--- src/rtl/rf_write_arbiter.sv ---
// Two-source arbiter for the single register-file write port: A (load writeback) has
// fixed priority, B (ALU/PC) is force-granted after MAX_WAIT refused cycles.
module rf_write_arbiter #(
   parameter int unsigned MAX_WAIT = 4,
   parameter bit          DROP_R0  = 1'b1
) (
   input  logic        clk,
   input  logic        rst,
   input  logic        hold,
   input  logic        a_valid,
   input  logic [3:0]  a_reg,
   input  logic [15:0] a_data,
   output logic        a_ready,
   input  logic        b_valid,
   input  logic [3:0]  b_reg,
   input  logic [15:0] b_data,
   output logic        b_ready,
   output logic [3:0]  rf_dst_reg,
   output logic [15:0] rf_dst_data,
   output logic        rf_write_en,
   output logic [3:0]  b_wait_cnt
);

   localparam logic [3:0] MAX_W = 4'(MAX_WAIT);

   typedef enum logic {A_PRIO, B_FORCE} state_t;

   state_t      state, state_nx;
   logic [3:0]  cnt_nx;
   logic        grant_a, grant_b;

   always_ff @(posedge clk or posedge rst) begin
      if (rst) begin
         state      <= A_PRIO;
         b_wait_cnt <= '0;
      end else begin
         state      <= state_nx;
         b_wait_cnt <= cnt_nx;
      end
   end

   always_comb begin
      state_nx = state;
      grant_a  = 1'b0;
      grant_b  = 1'b0;
      cnt_nx   = b_wait_cnt;
      case (state)
         A_PRIO: begin
            if (!hold) begin
               if (a_valid)      grant_a = 1'b1;
               else if (b_valid) grant_b = 1'b1;
            end
         end
         B_FORCE: begin
            // A withdrawn B request releases the force state without a grant.
            if (!b_valid) state_nx = A_PRIO;
            else if (!hold) begin
               grant_b  = 1'b1;
               state_nx = A_PRIO;
            end
         end
         default: state_nx = A_PRIO;
      endcase

      if (!b_valid || grant_b)           cnt_nx = '0;
      else if (!hold && b_wait_cnt != MAX_W) cnt_nx = b_wait_cnt + 4'd1;

      if (state == A_PRIO && cnt_nx == MAX_W) state_nx = B_FORCE;
   end

   assign a_ready = grant_a;
   assign b_ready = grant_b;

   // Registered write stage; dst reg/data hold on idle cycles for forwarding visibility.
   always_ff @(posedge clk or posedge rst) begin
      if (rst) begin
         rf_write_en <= 1'b0;
         rf_dst_reg  <= '0;
         rf_dst_data <= '0;
      end else if (grant_a) begin
         rf_write_en <= !(DROP_R0 && a_reg == 4'd0);
         rf_dst_reg  <= a_reg;
         rf_dst_data <= a_data;
      end else if (grant_b) begin
         rf_write_en <= !(DROP_R0 && b_reg == 4'd0);
         rf_dst_reg  <= b_reg;
         rf_dst_data <= b_data;
      end else begin
         rf_write_en <= 1'b0;
      end
   end

endmodule

--- config.mk ---
export PLATFORM = sky130hd
export DESIGN_NAME = rf_write_arbiter
export DESIGN_NICKNAME = d
export VERILOG_FILES = /design/src/rtl/rf_write_arbiter.sv
export SDC_FILE = /design/constraint.sdc
export NUM_CORES = 1
export LEC_CHECK = 0
export BUFFER_PORTS_ARGS = -buffer_cell sky130_fd_sc_hd__buf_4
export CAP_MARGIN = 40
export CORE_ASPECT_RATIO = 1.4
export CORE_UTILIZATION = 46
export DETAILED_ROUTE_END_ITERATION = 12
export PLACE_DENSITY_LB_ADDON = 0.15
export REMOVE_ABC_BUFFERS = 1
export SLEW_MARGIN = 20
export SYNTH_ARGS = -nofsm -noshare
export SYNTH_HDL_FRONTEND = slang
export SYNTH_SLANG_ARGS = --single-unit
--- constraint.sdc ---
create_clock -name clk -period 4.7 [get_ports clk]
set_input_delay 0.94 -clock clk [delete_from_list [all_inputs] [get_ports clk]]
set_output_delay 0.94 -clock clk [all_outputs]
set_load 0.1 [all_outputs]
==> impl_metrics.tcl, run 1 <==
set metrics [dict create \
    die_y_um 63.7 \
    finalCriticalPeriod_ps 3250 \
    cts_resized 0 \
    drt_iter0_markers 37 \
    synth_flop_cell "dfrtp_1" \
    dp_cells 237 \
    tns_ps 0 \
    syn_area_per_cell_sq_um 9.19 \
    regArea_sq_um 651 \
    drc 0 \
    relSlewSlack 0.536 \
    ys_top_cells_by_area "dfrtp_1, nor2_1, o22ai_1" \
    antenna_found_initial 0 \
    area_growth_pct 45.8 \
    ys_async_sr_fraction 1.00 \
    yosys-mux-area-fraction 0.0170 \
    path_class "in -> out" \
    cp_data_required_time_ps 3760 \
    cp-start-kind "input pin" \
    num_rows 22 \
    syn_area_sq_um 1250 \
    first_pass_iters 4 \
    clock_sinks 26 \
    ios 72 \
    cts_max_level 1 \
    cp_max_fo 21 \
    n_fill_cell 241 \
    maxSlewViolCount 0 \
    final_area_sq_um 1820 \
    synth_compound_area_frac 0.166 \
    status "completed" \
    grt_util_all_layers 0.249 \
    fmax_ghz 0.307 \
    routed_via_density 5.14 \
    timing.rr.start "b_wait_cnt[0]$_DFF_PP0_" \
    synthAdderAreaFrac 0.0200 \
    multi_input_area_sq_um 527 \
    min_period_over_period 0.692 \
    clockBufferDepth 2 \
    vias 1233 \
    critPathCaptureType "primary output" \
    hold_path.class "reg -> reg" \
    grt_pass1_wl_um 5360 \
    power.density_nw_per_um2 372 \
    hold_buffers 0 \
    numCtsBuffers 3 \
    hp-start "rf_dst_data[12]$_DFFE_PP0P_" \
    final_common_cell "buf_4" \
    diodes 0 \
    synth_cell_types 33 \
    drv_cap 0 \
    hold_viol 0 \
    crit_start "a_valid" \
    grt_overflow 0 \
    ir_drop_uv 290 \
    synth-simple-area-share 0.211 \
    dieArea_sq_um 2930 \
    nets 253 \
    rsz0062_at_grt "false" \
    synth_warnings 0 \
    dpl_cell_area_sq_um 1800 \
    grt_max_degree 22 \
    core_region_area_sq_um 2590 \
    grt_pass1_vias 1279 \
    start_util 0.483 \
    tightest_slew_ps 695 \
    hpwl_um 2540 \
    ys_ff_latch 26 \
    ys_seq_area_frac 0.521 \
    final_antenna_net_count 0 \
    setup_violations 0 \
    routedWlPerCell_um 13.3 \
    stdcell_count 240 \
    fin_skew_ps 10.7 \
    place_congestion 0.757 \
    clk_pin_slew_ps 130 \
    worstPathArrival_ps 2310 \
    synth_edf_count 0 \
    synthCells 136 \
    final_cell_mix "buf_4, nor2_1, dfrtp_1" \
    wl_um 3200 \
    clock_latency_ps 330 \
    fin_hold_ws_ps 525 \
    die_w_um 46.1 \
    final_layout_size_suffix_gt1_frac 0.392 \
    port-buffer-count 71 \
    largest_register_ff_count 16 \
    root_buffer "clkbuf_4" \
    power.leakage_nw 0.881 \
    cts_tree "done" \
    synth_xor_area_frac 0.00701 \
    synth_top_area_cell "dfrtp_1" \
    synth_top_family_by_area "simple AND/OR/NAND/NOR gates" \
    yosysTopAreaCellShare 0.521 \
    postCtsSetupBuffers 0 \
]
==> area by class of cell <==
class	count	area share
clock buffer	3	0.0124
inverter	6	0.0124
multi-input combinational	96	0.289
sequential	26	0.357
tap	36	0.0247
timing repair buffer	73	0.305
==> stage by stage <==
step	setup WS (ps)	utilization	total power, mW
finish	1450	0.705	0.678
global route	1260	0.705	0.703
CTS	1440	0.705	0.681
detailed placement	1450	0.696	0.589
global placement	1560	0.690	0.582
floorplan	1530	-	0.498
==> Yosys cell counts, types with 2 or more instances <==
cell / count
nand2_1: 4
a21oi_1: 2
o22ai_1: 20
dfrtp_1: 26
nand3_1: 2
nor3b_1: 2
nor4_1: 2
o21ai_0: 3
nor2_1: 41
inv_1: 6
buf_2: 3
ha_1: 2
nor2b_1: 2
buf_4: 2
==> worst paths after layout <==
path                       depth (start not counted)  slack [ps]                     endpoint
max                                                5        1450                      a_ready
min                                                2         530  rf_dst_data[12]$_DFFE_PP0P_
max reg2reg                                        6        2820              state$_DFF_PP0_
min reg2reg                                        2         530  rf_dst_data[12]$_DFFE_PP0P_
max in group asynchronous                          3        3580      b_wait_cnt[2]$_DFF_PP0_
min in group asynchronous                          2         630   rf_dst_data[1]$_DFFE_PP0P_
==> critical path: stages <==
cell     delay [ps]
buf_4            90
nor2b_1         260
nand2_1         470
inv_1           240
buf_4           320
==> per-layer routing <==
layer	track usage	up-vias	routed length, um
li1	-	608	-
met1	0.264	574	1160
met2	0.454	45	1820
met3	0.0458	6	160
met4	0.0956	0	55
met5	0	-	0
==> power breakdown <==
part           internal (mW)  total [mW]  switching [mW]  leakage (nW)
combinational         0.0782       0.320           0.242         0.564
clock                 0.0301      0.0955          0.0654        0.0138
sequential             0.248       0.263          0.0153         0.303
==> kinds of logic (layout without fill, tap and decap cells) <==
logic type,count (synthesis),in the layout
adder cells (fa/ha/maj),2,2
AND/OR/NAND/NOR,59,59
flip-flops,26,26
buffers and inverters,14,82
AO/OA/AOI/OAI,32,32
multiplexers,2,2
XOR/XNOR,1,1
Note: power is estimated with default switching activity, not from simulation.
==> run 2, diff against run 1 <==
--- a/config.mk
+++ b/config.mk
@@ -8,7 +8,7 @@
 export BUFFER_PORTS_ARGS = -buffer_cell sky130_fd_sc_hd__buf_4
 export CAP_MARGIN = 40
 export CORE_ASPECT_RATIO = 1.4
-export CORE_UTILIZATION = 46
+export CORE_UTILIZATION = 43
 export DETAILED_ROUTE_END_ITERATION = 12
 export PLACE_DENSITY_LB_ADDON = 0.15
 export REMOVE_ABC_BUFFERS = 1
==> constraint.sdc (replaced) <==
create_clock -name clk -period 3.1 [get_ports clk]
set_input_delay 0.62 -clock clk [delete_from_list [all_inputs] [get_ports clk]]
set_output_delay 0.62 -clock clk [all_outputs]
set_load 0.1 [all_outputs]
==> run 2 against run 1 <==
  * First-iteration DRC count decreased by 22%
  * Utilization decreased by 1.6 points
  * Via count increased by 0.16%
  * Sequential power increased by 51%
  * Clock skew decreased by 7.6 ps
  * Non-clock buffer count increased by 1
  * Die area increased by 6.7%
  * Cell count increased by 0.83%
  * Register-to-register slack got worse by 1600 ps
  * Global-route usage decreased by 3.2 points
  * Power increased by 55%
  * Routed wire length decreased by 4.6%
  * Critical path type is now reg -> out
  * Largest cell class unchanged
==> impl_metrics.tcl, run 2 (synthesis gave the netlist of run 1 again) <==
set metrics [dict create \
    status "completed" \
    fin_skew_ps 3.07 \
    cts_resized 0 \
    tightest_slew_ps 672 \
    min_period_over_period 0.752 \
    maxSlewViolCount 0 \
    cp-start-kind "register" \
    grt_pass1_vias 1173 \
    cp_max_fo 21 \
    clk_pin_slew_ps 140 \
    cp_data_required_time_ps 2480 \
    place_congestion 0.810 \
    finalCriticalPeriod_ps 2330 \
    hold_path.class "in -> async" \
    final_layout_size_suffix_gt1_frac 0.398 \
    critPathCaptureType "primary output" \
    first_pass_iters 4 \
    power.leakage_nw 0.898 \
    wl_um 3050 \
    largest_register_ff_count 16 \
    rsz0062_at_grt "false" \
    hold_buffers 0 \
    port-buffer-count 71 \
    numCtsBuffers 3 \
    tns_ps 0 \
    clock_sinks 26 \
    final_common_cell "buf_4" \
    area_growth_pct 48.5 \
    relSlewSlack 0.552 \
    postCtsSetupBuffers 0 \
    ir_drop_uv 415 \
    final_core_util 0.688 \
    die_y_um 65.8 \
    routed_via_density 5.10 \
    diodes 0 \
    power_mw 1.05 \
    grt_util_all_layers 0.218 \
    grt_pass1_wl_um 4820 \
    clockBufferDepth 2 \
    clock_latency_ps 320 \
    power.density_nw_per_um2 567 \
    dieArea_sq_um 3130 \
    core_region_area_sq_um 2700 \
    ios 72 \
    root_buffer "clkbuf_4" \
    die_w_um 47.6 \
    num_rows 22 \
    hpwl_um 2330 \
    drc 0 \
    hold_viol 0 \
    worstPathArrival_ps 1710 \
    drv_cap 0 \
    grt_max_degree 22 \
    start_util 0.463 \
    cts_max_level 1 \
    path_class "reg -> out" \
    setup_violations 0 \
    final_antenna_net_count 0 \
    final_cell_mix "buf_4, nor2_1, dfrtp_1" \
    routedWlPerCell_um 12.6 \
    drt_iter0_markers 29 \
    antenna_found_initial 0 \
    cts_tree "done" \
    nets 254 \
    n_fill_cell 259 \
    fmax_ghz 0.429 \
    vias 1235 \
    grt_overflow 0 \
]
-- run 2: path summary, 6_finish.rpt --
check                                              end                        from  cells after the start  slack (ps)
min in group clk             rf_dst_reg[2]$_DFFE_PP0P_                    a_reg[2]                      3         530
hold reg to reg             rf_dst_data[1]$_DFFE_PP0P_  rf_dst_data[1]$_DFFE_PP0P_                      2         530
hold / removal             rf_dst_data[13]$_DFFE_PP0P_                         rst                      2         290
setup / recovery                               a_ready             state$_DFF_PP0_                      5         770
setup reg to reg                       state$_DFF_PP0_     b_wait_cnt[0]$_DFF_PP0_                      6        1200
max in group asynchronous      b_wait_cnt[0]$_DFF_PP0_                         rst                      3        2380
-- run 2: stage by stage --
stage / hold WS (ps) / worst slack, ps / area [sq um] / std cells
after floorplan: 477 / 567 / 1200 / 128
after global placement: 491 / 893 / 1790 / 237
after detailed placement: 504 / 836 / 1820 / 238
after CTS: 287 / 758 / 1860 / 242
after global routing: 302 / 703 / 1860 / 242
final: 286 / 768 / 1860 / 242
-- run 2: area by class of cell --
| type | instances | area [sq um] | area share |
|---|---|---|---|
| sequential | 26 | 651 | 0.350 |
| timing repair buffer | 74 | 576 | 0.310 |
| multi-input combinational | 96 | 527 | 0.284 |
| tap | 36 | 45.0 | 0.0243 |
| clock buffer | 4 | 36.3 | 0.0195 |
| inverter | 6 | 22.5 | 0.0121 |
-- run 2: routing by layer --
layer / track usage / routed length [um] / vias up
met5: 0 / 0 / -
met4: 0.0903 / 63 / 0
met3: 0.0437 / 145 / 8
met2: 0.380 / 1570 / 40
met1: 0.245 / 1270 / 573
li1: - / - / 614
-- run 2: power by group --
part           total (mW)  switching [mW]  internal [mW]
registers           0.397          0.0210          0.376
logic               0.487           0.366          0.121
clock network       0.170          0.0982         0.0718
-- run 2: critical path, stage by stage, from the launching register on --
cell,delay [ps]
dfrtp_1,440
nor2b_1,250
nand2_1,90
buf_4,210
inv_1,110
buf_4,290
==> run 3, diff against run 2 <==
==> constraint.sdc (replaced) <==
create_clock -name clk -period 2.4 [get_ports clk]
set_input_delay 0.48 -clock clk [delete_from_list [all_inputs] [get_ports clk]]
set_output_delay 0.48 -clock clk [all_outputs]
set_load 0.1 [all_outputs]
==> run 3 against run 2 <==
  * Combinational power grew 28%
  * Highest routed layer unchanged
  * Final area shrank 1.1%
  * Worst hold slack lost 91 ps
  * Non-clock buffer count is the same
==> impl_metrics.tcl, run 3 (synthesis gave the netlist of run 1 again) <==
set metrics [dict create \
    status "completed" \
    rsz0062_at_grt "false" \
    core_region_area_sq_um 2700 \
    area_growth_pct 46.9 \
    fmax_ghz 0.505 \
    hold_buffers 0 \
    cp_top_family "flip-flops" \
    hold_path.class "in -> async" \
    n_fill_cell 233 \
    ios 72 \
    final_antenna_net_count 0 \
    crit_start "state$_DFF_PP0_" \
    worstPathCellList "nor2b_1 -> nand2_1 -> inv_1 -> buf_4" \
    final_layout_size_suffix_gt1_frac 0.398 \
    diodes 0 \
    power.leakage_nw 0.890 \
    place_congestion 0.903 \
    r2r_end "state$_DFF_PP0_" \
    cp_slowest_cell "dfrtp_1" \
    hpwl_um 2370 \
    relSlewSlack 0.549 \
    root_buffer "clkbuf_4" \
    clockBufferDepth 2 \
    routed_via_density 5.12 \
    worstPathArrival_ps 1500 \
    final_common_cell "buf_4" \
    die_y_um 65.8 \
    rrSetupSlack_ps 550 \
    grt_max_degree 27 \
    grt_overflow 0 \
    dieArea_sq_um 3130 \
    dpl_cell_area_sq_um 1800 \
    final_cell_mix "buf_4, nor2_1, dfrtp_1" \
    power.density_nw_per_um2 738 \
    fin_skew_ps 2.47 \
    worstRegToRegCells 6 \
    port-buffer-count 71 \
    cp_data_required_time_ps 1920 \
    cp-start-kind "register" \
    maxSlewViolCount 0 \
    drv_cap 0 \
    antenna_found_initial 0 \
    final_area_sq_um 1840 \
    routedWlPerCell_um 12.9 \
    numCtsBuffers 3 \
    ir_drop_uv 505 \
    clock_latency_ps 310 \
    nets 254 \
    cts_max_level 1 \
    tightest_slew_ps 676 \
    vias 1240 \
    hold_viol 0 \
    finalCriticalPeriod_ps 1980 \
    clock_sinks 26 \
    die_w_um 47.6 \
    cts_tree "done" \
    slowest_delay_ps 440 \
    path_class "reg -> out" \
    dp_cells 238 \
    path_buf_inv 2 \
    cp_max_fo 4 \
    start_util 0.463 \
    tns_ps 0 \
    setup_violations 0 \
    min_period_over_period 0.826 \
    final_core_util 0.681 \
    grt_pass1_wl_um 5130 \
    clk_pin_slew_ps 130 \
    wl_um 3110 \
    grt_util_all_layers 0.228 \
    power_mw 1.35 \
    cts_resized 0 \
    grt_pass1_vias 1252 \
    drc 0 \
    first_pass_iters 4 \
    num_rows 22 \
    drt_iter0_markers 23 \
    postCtsSetupBuffers 0 \
    stdcell_count 242 \
    timing.rr.start "b_wait_cnt[0]$_DFF_PP0_" \
    largest_register_ff_count 16 \
    critPathCaptureType "primary output" \
]
## run 3: worst max path at each step
stage	to	slack, ps	cells past startpoint
after floorplan	state$_DFF_PP0_	20	6
after global placement	a_ready	640	5
after detailed placement	state$_DFF_PP0_	600	6
after CTS	a_ready	400	4
after global routing	a_ready	250	4
final	a_ready	420	4
## run 3: power breakdown
part / switching (mW) / total [mW] / internal [mW]
Sequential: 0.0287 / 0.514 / 0.485
Combinational: 0.472 / 0.625 / 0.153
Clock: 0.123 / 0.216 / 0.0927
## run 3: cell type report
cell class                      instances  area [sq um]  area share
Sequential cell                        26           651       0.354
Timing Repair Buffer                   74           556       0.302
Multi-Input combinational cell         96           527       0.287
Tap cell                               36          45.0      0.0245
Clock buffer                            4          36.3      0.0198
Inverter                                6          22.5      0.0123
## run 3: worst min-delay path, cell delays in order
cell and delay, ps:
buf_4 110, inv_1 40, buf_4 300
## run 3: through the flow
step	hold slack (ps)	worst slack, ps
after detailed placement	502	597
final	195	418
after floorplan	477	22.3
after global placement	495	645
after global routing	235	255
after CTS	206	401
## run 3: routing by layer
layer | vias up | wire, um | global-route usage
met5 | - | 0 | 0
met4 | 0 | 58 | 0.104
met3 | 6 | 157 | 0.0273
met2 | 41 | 1650 | 0.397
met1 | 579 | 1240 | 0.265
li1 | 614 | - | -
